### src/rtl/pipe_stage_skid.sv
// Parametrised pipeline stage register with a two-entry skid buffer,
// synchronous flush and a saturating stall counter for performance debug.
module pipe_stage_skid #(
    parameter int DATA_W     = 32,
    parameter int NUM_FIELDS = 2,
    parameter int CNT_W      = 16
) (
    input  logic                         clock,
    input  logic                         clear,
    input  logic                         in_valid,
    output logic                         in_ready,
    input  logic [DATA_W*NUM_FIELDS-1:0] in_data,
    input  logic                         flush,
    output logic                         out_valid,
    input  logic                         out_ready,
    output logic [DATA_W*NUM_FIELDS-1:0] out_data,
    output logic [1:0]                   occupancy,
    output logic [CNT_W-1:0]             stall_cnt
);

    localparam int W = DATA_W * NUM_FIELDS;
    localparam logic [CNT_W-1:0] CNT_MAX = {CNT_W{1'b1}};
    localparam logic [CNT_W-1:0] CNT_ONE = {{(CNT_W-1){1'b0}}, 1'b1};

    typedef enum logic [1:0] {
        ST_EMPTY = 2'd0,
        ST_ONE   = 2'd1,
        ST_FULL  = 2'd2
    } state_t;

    state_t           state_r, state_nxt_s;
    logic [W-1:0]     main_r, main_nxt_s;
    logic [W-1:0]     skid_r, skid_nxt_s;
    logic [CNT_W-1:0] stall_cnt_r;
    logic             acc_s, take_s;

    // State and payload registers
    always_ff @(posedge clock or posedge clear) begin
        if (clear) begin
            state_r <= ST_EMPTY;
            main_r  <= {W{1'b0}};
            skid_r  <= {W{1'b0}};
        end else begin
            state_r <= state_nxt_s;
            main_r  <= main_nxt_s;
            skid_r  <= skid_nxt_s;
        end
    end

    // Next-state and payload steering; flush overrides any accept
    always_comb begin
        state_nxt_s = state_r;
        main_nxt_s  = main_r;
        skid_nxt_s  = skid_r;
        if (flush) begin
            state_nxt_s = ST_EMPTY;
            main_nxt_s  = {W{1'b0}};
            skid_nxt_s  = {W{1'b0}};
        end else begin
            case (state_r)
                ST_EMPTY: begin
                    if (acc_s) begin
                        state_nxt_s = ST_ONE;
                        main_nxt_s  = in_data;
                    end else begin
                        state_nxt_s = ST_EMPTY;
                    end
                end
                ST_ONE: begin
                    if (acc_s && !take_s) begin
                        state_nxt_s = ST_FULL;
                        skid_nxt_s  = in_data;
                    end else if (acc_s && take_s) begin
                        state_nxt_s = ST_ONE;
                        main_nxt_s  = in_data;
                    end else if (take_s) begin
                        state_nxt_s = ST_EMPTY;
                    end else begin
                        state_nxt_s = ST_ONE;
                    end
                end
                ST_FULL: begin
                    if (take_s) begin
                        state_nxt_s = ST_ONE;
                        main_nxt_s  = skid_r;
                    end else begin
                        state_nxt_s = ST_FULL;
                    end
                end
                default: begin
                    state_nxt_s = ST_EMPTY;
                    main_nxt_s  = {W{1'b0}};
                    skid_nxt_s  = {W{1'b0}};
                end
            endcase
        end
    end

    // Handshake outputs decoded from registered state only
    always_comb begin
        out_valid = (state_r != ST_EMPTY);
        in_ready  = (state_r != ST_FULL);
        occupancy = state_r;
        out_data  = main_r;
        stall_cnt = stall_cnt_r;
        acc_s     = in_valid & in_ready;
        take_s    = out_valid & out_ready;
    end

    // Saturating stall counter; only clear resets it
    always_ff @(posedge clock or posedge clear) begin
        if (clear) begin
            stall_cnt_r <= {CNT_W{1'b0}};
        end else if ((state_r != ST_EMPTY) && !out_ready && (stall_cnt_r != CNT_MAX)) begin
            stall_cnt_r <= stall_cnt_r + CNT_ONE;
        end else begin
            stall_cnt_r <= stall_cnt_r;
        end
    end

endmodule
### config.mk
export PLATFORM = sky130hd
export DESIGN_NAME = pipe_stage_skid
export DESIGN_NICKNAME = d
export VERILOG_FILES = /design/src/rtl/pipe_stage_skid.sv
export SDC_FILE = /design/constraint.sdc
export NUM_CORES = 1
export LEC_CHECK = 0
export CORE_MARGIN = 4
export CORE_UTILIZATION = 30
export CTS_CLUSTER_SIZE = 16
export DETAILED_ROUTE_END_ITERATION = 12
export SLEW_MARGIN = 40
export SYNTH_ARGS = -nofsm -noshare
export SYNTH_HDL_FRONTEND = slang
export SYNTH_SLANG_ARGS = --single-unit
### constraint.sdc
create_clock -name clock -period 6.5 [get_ports clock]
set_clock_uncertainty 0.1 [all_clocks]
set_input_delay 1.3 -clock clock [delete_from_list [all_inputs] [get_ports clock]]
set_output_delay 1.3 -clock clock [all_outputs]
set_load 0.01 [all_outputs]
# Word level (Yosys, flattened, before mapping)

Cells that the tools add are included.

Register bits after elaboration: 146
Bits in latches: 0
Memory bits (writable): 0
Bits in read-only memories: 0
Logic and storage cells: 44
Memories: 0

Add/sub/neg operators: 1
$mul: 0
Div/mod/pow operators: 0
Magnitude comparators: 0
Equality and inequality tests: 10
Shift operators: 0
Muxes and demuxes: 16
Bitwise operators: 2
Reduce and logical (&&, ||, !) cells: 11

Operators with widths:

| kind                    | number |
|---|---|
| $mux W64                | 7 |
| $pmux W64 S3            | 1 |
| $pmux W64 S2            | 1 |
| $add A16 B1 Y16 const B | 1 |
| $ne A16 B16 Y1 const B  | 1 |
| $ne A3 B3 Y1 const B    | 5 |
| $mux W2                 | 3 |
| $pmux W2 S3             | 1 |
| $logic_and A1 B1 Y1     | 4 |
| $reduce_and A4 Y1       | 1 |
| $mux W1                 | 3 |
| $and A1 B1 Y1           | 2 |
| $eq A2 B1 Y1 const B    | 1 |
| $eq A2 B2 Y1 const B    | 1 |
| $logic_not A1 Y1        | 2 |
| $logic_not A2 Y1        | 1 |
| $ne A2 B1 Y1 const B    | 1 |
| $ne A2 B2 Y1 const B    | 1 |
| $reduce_and A2 Y1       | 1 |
| $reduce_bool A2 Y1      | 1 |
| $reduce_or A2 Y1        | 1 |

# Logic depth before layout (Yosys ltp)

Gate-level depths: netlist of the first run.

Depth after elaboration: 7
Mapped depth: 8
Gate-level depth less buffers: 5

# Least setup slack after synthesis of the first run

OpenSTA, ideal clock, no wires.

Path kind: reg2out
Start point: register state_r[1], in the netlist occupancy[1]
End point: output port out_valid
Data arrival time: 1195 ps
Data required time: 5100 ps
Path slack: 3905 ps
Cell stages (with the launch flop): 5
Path buffers: 3
Path through: dfrtp_1 -> buf_2 -> clkbuf_1 -> clkbuf_1 -> or2_2

Longest elaborated chain between the ends: 1

RTL lines:

| item                     | RTL line | source |
|---|---|---|
| start: declaration       | 31       | `state_t state_r, state_nxt_s;` |
| start signal: assignment | 44       | `state_r <= state_nxt_s;` |
| $reduce_bool A2 Y1       | 101      | `out_valid = (state_r != ST_EMPTY);` |
| end: declaration         | 14       | `output logic out_valid,` |

No other way between the ends.

# Worst setup path in the final report of the first run

Start point: input port out_ready
End point: register main_r[15], in the netlist out_data[15]

Longest elaborated chain between the ends: 5

RTL lines:

| item                                 | RTL line | source |
|---|---|---|
| start: declaration                   | 15       | `input logic out_ready,` |
| $and A1 B1 Y1 *                      | 107      | `take_s = out_valid & out_ready;` |
| $logic_not A1 Y1                     | 70       | `if (acc_s && !take_s) begin` |
| $logic_and A1 B1 Y1                  | 70       |  |
| $ne A3 B3 Y1 (no source line)        | --       |  |
| $reduce_and A4 Y1 (no source line) * | --       |  |
| end signal: assignment               | 41       | `main_r <= {W{1'b0}};` |
| end signal: assignment               | 45       | `main_r <= main_nxt_s;` |
| end: declaration                     | 32       | `logic [W-1:0] main_r, main_nxt_s;` |

Mark *: on every way between the ends. The rest lies on a longest branch, timed or not.
A chain may end at the register's enable or synchronous reset.

==> out/metrics.yaml, run 1 <==
status:
  status: "completed"
final_layout:
  finalNonFillerCells: 1116
  antenna-diode-count: 0
  multiInputGateArea_um2: 3410
  final_layout_fill_cell_count: 2328
  layout-drive-gt1-share_pct: 23.1
  fin_util_pct: 40.9
  syn2layout_area_growth_pct: 33.4
  sequential_cell_area_um2: 3650
  net_count_of_the_finished_layout: 854
grt:
  grt_pass1_vias: 5550
  track_usage_pct: 14.2
  grt_first_pass_wirelength_mm: 29.9
  grt_remaining_overflow: 0
  number_of_antenna_violations_at_the_first_check_in_global_routing: 2
  grt_max_degree: 72
clock_tree:
  cts.clk_slew.worst_paths_ps: 60
  cts_inserted_buffers: 17
  post_cts_resize_count: 0
  cts_htree_levels: 4
  clock_latency_ps: 420
  clock_tree.buffer_depth: 2
  numClockSinks: 146
  cts_hold_buf: 0
  clockRootBuffer: "sky130_fd_sc_hd__clkbuf_16"
  tritoncts: "done"
  post_cts.repair.setup_buffers: 0
logic_synthesis:
  dominant_combinational_cell_family_by_area_after_synthesis: "multiplexers"
  proportion_of_synthesized_area_in_mux_cells_pct: 23.4
  synth_edf_count: 0
  syn-num-nets: 717
  post_synth_xor_area_fraction_pct: 1.57
  synthesized_area_fraction_occupied_by_and_or_nand_nor_cells_pct: 16.0
  fraction_of_the_yosys_area_taken_by_sequential_cells_pct: 50.3
  synth_warnings: 0
  synth.distinct_cells: 34
  synth-compound-area-share_pct: 5.13
  async_reset_ff_share_pct: 100
  syn-instance-count: 647
  post_synth_instance_area_um2: 7270
  synth_fa_ha_area_share_pct: 0.172
  postSynthRegisterBits: 146
  ys.flop_type: "sky130_fd_sc_hd__dfrtp_1"
  syn-mean-instance-area_um2: 11.2
worst_setup_path:
  crit_arrival_ps: 3870
  crit_path_start_kind: "input pin"
  worst_ep_required_time_ps: 6700
  criticalPathCategory: "input pin to register"
  end_kind: "register"
  path_max_fanout: 35
floorplanning:
  io-pin-count: 153
  placementRows: 56
  initial_core_utilization_pct: 30.7
  die-area_um2: 26800
  dieHeight_um: 164
  die_width_um: 164
  fp.coreArea_um2: 23700
timing:
  timing_max_transition_violations_final: 0
  post-route-period-util_pct: 56.4
  finalCriticalPeriod_ps: 3670
  timing.slew.headroom_pct: 46.0
  setup_viol: 0
  max_slew.worst_pin.slew_ps: 810
  grt_setup_unrepaired: "false"
  highest_clock_rate_mhz: 273
  setup_total_negative_slack_ps: 0
  timing.final.hold_violations: 0
drt:
  firstDrtPassIters: 4
  routedWlPerCell_um: 16.3
  route.antenna.remaining_nets: 0
  vias_per_cell: 4.63
  remaining_drc_errors: 0
  count_of_vias_placed_by_the_detailed_router: 5172
  drt-total-wl_mm: 18.2
  first_iter_violations: 210
power:
  vdd_drop_max_v: 0.000137
  static_leakage_power_uw: 0.00442
  powerDensity_nw_per_um2: 255
min_path:
  hold_class: "register to register"
placement:
  dp_cells: 1084
  gp_congestion: 0.724
  place_hpwl_mm: 11.4
  port_buffers: 152
run:
  cap_violations: 0
==> kinds of logic after synthesis <==
| kind of cell | after synthesis |
|---|---|
| flops | 146 |
| mux | 131 |
| buf+inv | 47 |
| compound gates | 72 |
| simple gates | 237 |
| xor+xnor | 13 |
| fa+ha+maj | 1 |
==> worst max-delay path, stage by stage <==
cell,delay [ps]
sky130_fd_sc_hd__clkdlybuf4s50_1,570
sky130_fd_sc_hd__nand2b_1,170
sky130_fd_sc_hd__a21oi_1,120
sky130_fd_sc_hd__o21bai_4,160
sky130_fd_sc_hd__buf_4,480
sky130_fd_sc_hd__buf_4,680
sky130_fd_sc_hd__mux2_4,350
==> sequential cells by signal, indices dropped and copies added (netlist names) <==
register   cells
out_data      64
occupancy      2
stall_cnt     16
skid_r        64
==> area by class of cell <==
type / instances / area share, %
Clock inverter: 13 / 1.66
Sequential cell: 146 / 37.7
Multi-Input combinational cell: 454 / 35.1
Tap cell: 319 / 4.12
Clock buffer: 19 / 4.57
Timing Repair Buffer: 162 / 16.7
Inverter: 3 / 0.168
==> power by group <==
part / internal [uW] / total, uW / switching [uW] / leakage, uW
logic: 247 / 424 / 177 / 0.00217
registers: 981 / 1040 / 59.8 / 0.00195
clock network: 614 / 1010 / 398 / 0.000297
==> cells in the final DEF (no fill, tap or decap), types with 2 or more instances in the layout <==
| cell type | n |
|---|---|
| sky130_fd_sc_hd__xnor2_1 | 5 |
| sky130_fd_sc_hd__clkdlybuf4s50_1 | 151 |
| sky130_fd_sc_hd__xor2_1 | 8 |
| sky130_fd_sc_hd__clkbuf_16 | 17 |
| sky130_fd_sc_hd__and3_1 | 2 |
| sky130_fd_sc_hd__o21ai_0 | 2 |
| sky130_fd_sc_hd__mux2_4 | 61 |
| sky130_fd_sc_hd__nor2_1 | 68 |
| sky130_fd_sc_hd__mux2_2 | 70 |
| sky130_fd_sc_hd__nand2b_1 | 66 |
| sky130_fd_sc_hd__bufinv_16 | 3 |
| sky130_fd_sc_hd__a21oi_1 | 65 |
| sky130_fd_sc_hd__clkinv_2 | 4 |
| sky130_fd_sc_hd__a211oi_1 | 2 |
| sky130_fd_sc_hd__nand2b_4 | 2 |
| sky130_fd_sc_hd__dfrtp_1 | 145 |
| sky130_fd_sc_hd__nand2_1 | 69 |
| sky130_fd_sc_hd__nor4_1 | 4 |
| sky130_fd_sc_hd__clkinv_4 | 5 |
| sky130_fd_sc_hd__nand3_1 | 6 |
| sky130_fd_sc_hd__buf_12 | 2 |
| sky130_fd_sc_hd__inv_1 | 2 |
| sky130_fd_sc_hd__nor3_1 | 3 |
| sky130_fd_sc_hd__nand4_1 | 6 |
| sky130_fd_sc_hd__buf_4 | 8 |
==> metrics by stage <==
stage	hold slack [ps]	power (uW)	instance area [um^2]	setup slack (ps)
6_report	403	2480	9700	2830
5_1_grt	414	2590	9700	2700
4_1_cts	409	2520	9690	2780
3_5_place_dp	395	1490	9090	2380
3_3_place_gp	389	1480	9040	2400
2_1_floorplan	380	1280	7270	1180
==> Yosys cell counts (3+ instances only) <==
| cell | count | area, um^2 |
|---|---|---|
| sky130_fd_sc_hd__nand2b_1 | 68 | 425 |
| sky130_fd_sc_hd__a21oi_1 | 65 | 325 |
| sky130_fd_sc_hd__dfrtp_1 | 146 | 3650 |
| sky130_fd_sc_hd__xnor2_1 | 5 | 43.8 |
| sky130_fd_sc_hd__nand2_1 | 69 | 259 |
| sky130_fd_sc_hd__nand3_1 | 6 | 30.0 |
| sky130_fd_sc_hd__xor2_1 | 8 | 70.1 |
| sky130_fd_sc_hd__nor3_1 | 3 | 15.0 |
| sky130_fd_sc_hd__buf_2 | 16 | 80.1 |
| sky130_fd_sc_hd__mux2_4 | 61 | 916 |
| sky130_fd_sc_hd__nor4_1 | 4 | 25.0 |
| sky130_fd_sc_hd__nor2_1 | 68 | 255 |
| sky130_fd_sc_hd__clkbuf_1 | 21 | 78.8 |
| sky130_fd_sc_hd__buf_6 | 6 | 67.6 |
| sky130_fd_sc_hd__nand4_1 | 6 | 37.5 |
| sky130_fd_sc_hd__mux2_2 | 70 | 788 |
| sky130_fd_sc_hd__inv_1 | 3 | 11.3 |
==> path summary, 6_finish.rpt <==
check,startpoint,to,slack [ps],depth (start not counted)
worst min register to register,skid_r[29],skid_r[29],400,1
worst max-delay path,out_ready,out_data[15],2830,7
worst min-delay path,skid_r[29],skid_r[29],400,1
max in group asynchronous,clear,stall_cnt[11],3970,3
worst max register to register,occupancy[1],out_data[15],3530,7
min in group asynchronous,clear,out_data[25],1240,2
==> metal layers <==
| metal | track usage, % | vias up | part of all wire, % | routed length [um] |
|---|---|---|---|---|
| met5 | 0 | - | 0.15 | 27 |
| met4 | 4.35 | 4 | 1.5 | 267 |
| met3 | 4.42 | 19 | 4.8 | 877 |
| met2 | 22.9 | 116 | 47 | 8630 |
| met1 | 18.2 | 2578 | 46 | 8420 |
| li1 | - | 2455 | - | - |
Note: power is estimated with default switching activity, not from simulation.
==> inputs of run 2 (changes only) <==
Clock period 6.5 ns to 3.1 ns, I/O delays scaled along.
==> run 2 against run 1 <==
Compared with the run above:
- setup slack lost 2500 ps
- clock-buffer cell count shrank 1
- sequential share of layout area decreased by 0.25 points
- utilization increased by 0.27 points
- clock power grew 100%
- worst hold slack lost 67 ps
- sequential power rose by 110%
==> out/metrics.yaml, run 2 (same netlist as run 1, synthesis figures left out) <==
status:
  status: "completed"  # unchanged
worst_setup_path:
  path_max_fanout: 32  # was 35
  criticalPathCategory: "register to output port"  # was input pin to register
  end_kind: "output port"  # was register
  worst_ep_required_time_ps: 2380  # was 6700 ps
  crit_arrival_ps: 2090  # was 3870 ps
  crit_path_start_kind: "register"  # was input pin
power:
  vdd_drop_max_v: 0.000282  # was 0.000137 V
  static_leakage_power_uw: 0.00443  # was 0.00442 uW
  powerDensity_nw_per_um2: 526  # was 255 nW/um^2
drt:
  count_of_vias_placed_by_the_detailed_router: 5210  # was 5172
  maxUsedRoutingLayer: "met5"  # unchanged
  firstDrtPassIters: 4  # unchanged
  route.antenna.remaining_nets: 0  # unchanged
  drt-total-wl_mm: 18.7  # was 18.2 mm
  met2WireLength_mm: 8.60  # was 8.63 mm
  routedWlPerCell_um: 16.7  # was 16.3 um
  wl_met1_mm: 8.93  # was 8.42 mm
  vias_per_cell: 4.65  # was 4.63
  first_iter_violations: 225  # was 210
  detailroute.wirelength.met3_um: 956  # was 877 um
  remaining_drc_errors: 0  # unchanged
clock_tree:
  cts_hold_buf: 0  # unchanged
  post_cts_resize_count: 0  # unchanged
  post_cts.repair.setup_buffers: 0  # unchanged
  clockRootBuffer: "sky130_fd_sc_hd__clkbuf_16"  # unchanged
  tritoncts: "done"  # unchanged
  cts_inserted_buffers: 17  # unchanged
  numClockSinks: 146  # unchanged
  clock_latency_ps: 410  # was 420 ps
  cts.clk_slew.worst_paths_ps: 70  # was 60 ps
  clock_tree.buffer_depth: 2  # unchanged
  cts_htree_levels: 4  # unchanged
timing:
  highest_clock_rate_mhz: 356
  timing_max_transition_violations_final: 0  # unchanged
  timing.slew.headroom_pct: 47.4  # was 46.0%
  finalCriticalPeriod_ps: 2810
  setup_total_negative_slack_ps: 0  # unchanged
  setup_viol: 0  # unchanged
  max_slew.worst_pin.slew_ps: 788  # was 810 ps
  grt_setup_unrepaired: "false"  # unchanged
  postLayoutSetupSlackWorst_ps: 291  # was 2830 ps
  post-route-period-util_pct: 90.6
  timing.final.hold_violations: 0  # unchanged
final_layout:
  layout_commonest_cell: "sky130_fd_sc_hd__clkdlybuf4s50_1"  # unchanged
  layout_common_cells: "151 x sky130_fd_sc_hd__clkdlybuf4s50_1, 145 x sky130_fd_sc_hd__dfrtp_1, 70 x sky130_fd_sc_hd__mux2_2"  # unchanged
  antenna-diode-count: 0  # unchanged
  syn2layout_area_growth_pct: 34.3  # was 33.4%
  net_count_of_the_finished_layout: 858  # was 854
  layout-drive-gt1-share_pct: 23.5  # was 23.1%
  finish.instance_area_um2: 9760  # was 9700 um^2
placement:
  gp_congestion: 0.745  # was 0.724
  place_hpwl_mm: 12.2  # was 11.4 mm
  port_buffers: 152  # unchanged
  detailedPlace.worstSlack_ps: 443  # was 2380 ps
  place_area_um2: 9180  # was 9090 um^2
run:
  cap_violations: 0  # unchanged
grt:
  grt_pass1_vias: 5504  # was 5550
  track_usage_pct: 14.2  # about the same
  grt_remaining_overflow: 0  # unchanged
  grt_max_degree: 65  # was 72
  number_of_antenna_violations_at_the_first_check_in_global_routing: 1  # was 2
  grt_first_pass_wirelength_mm: 30.0  # was 29.9 mm
floorplanning:
  io-pin-count: 153  # unchanged
  die-area_um2: 26800  # unchanged
  initial_core_utilization_pct: 30.7  # unchanged
  die_width_um: 164  # unchanged
  placementRows: 56  # unchanged
  dieHeight_um: 164  # unchanged
  fp.coreArea_um2: 23700  # unchanged
min_path:
  hold_class: "input pin to asynchronous set/reset pin"  # was register to register
[run 2: cell types whose count changed in the layout (fill, tap and decap cells not counted), moves of 2 or more]
cell,delta
sky130_fd_sc_hd__buf_12,+5
sky130_fd_sc_hd__clkinvlp_4,+4
sky130_fd_sc_hd__clkinv_4,-3
sky130_fd_sc_hd__inv_6,+3
sky130_fd_sc_hd__clkinv_2,-2
[run 2: path summary, 6_finish.rpt]
| kind | start | end | slack (ps) | cells past startpoint |
|---|---|---|---|---|
| setup / recovery | occupancy[1] | occupancy[1] | 290 | 2 |
| hold reg to reg | skid_r[7] | skid_r[7] | 400 | 1 |
| min in group clock | skid_r[7] | skid_r[7] | 400 | 1 |
| setup reg to reg | occupancy[1] | out_data[42] | 770 | 5 |
| hold / removal | clear | skid_r[52] | 340 | 2 |
| max in group asynchronous | clear | skid_r[30] | 1730 | 3 |
[run 2: worst max-delay path, stage by stage, from the launching register on]
cell	delay, ps
sky130_fd_sc_hd__dfrtp_2	650
sky130_fd_sc_hd__buf_4	390
sky130_fd_sc_hd__clkdlybuf4s50_1	610
[run 2: per-stage QoR]
step                cells  total power, uW  hold slack (ps)  util [%]
floorplan             647             2680              380         -
finish               1120             5140              337      41.2
global route         1120             5400              315      41.2
detailed placement   1088             3140              395      38.7
global placement     1088             3130              388      38.7
CTS                  1120             5230              318      41.2
[run 2: per-layer routing]
layer / GRT usage (%) / up-vias
met5: 0 / -
met3: 4.11 / 9
met2: 22.7 / 126
met4: 3.05 / 2
li1: - / 2465
met1: 19.2 / 2608
[run 2: report_power, final]
part	total [uW]	switching (uW)	internal (uW)
Sequential	2180	121	2060
Combinational	914	384	530
Clock	2050	852	1200
Total	5140	1360	3780
[run 2: layout make-up]
cell class                 instances  area, um^2
clock buffer                      18         429
clock inverter                    14         153
fill                            2310       13900
inverter                           3        15.0
multi-input combinational        454        3400
sequential                       146        3650
tap                              319         399
timing repair buffer             166        1710
==> inputs of run 3 (changes only) <==
Settings changed: CTS_CLUSTER_SIZE 16 to 8.
==> results of run 3 <==
The final DEF is identical to that of run 2; final timing and power are the same.
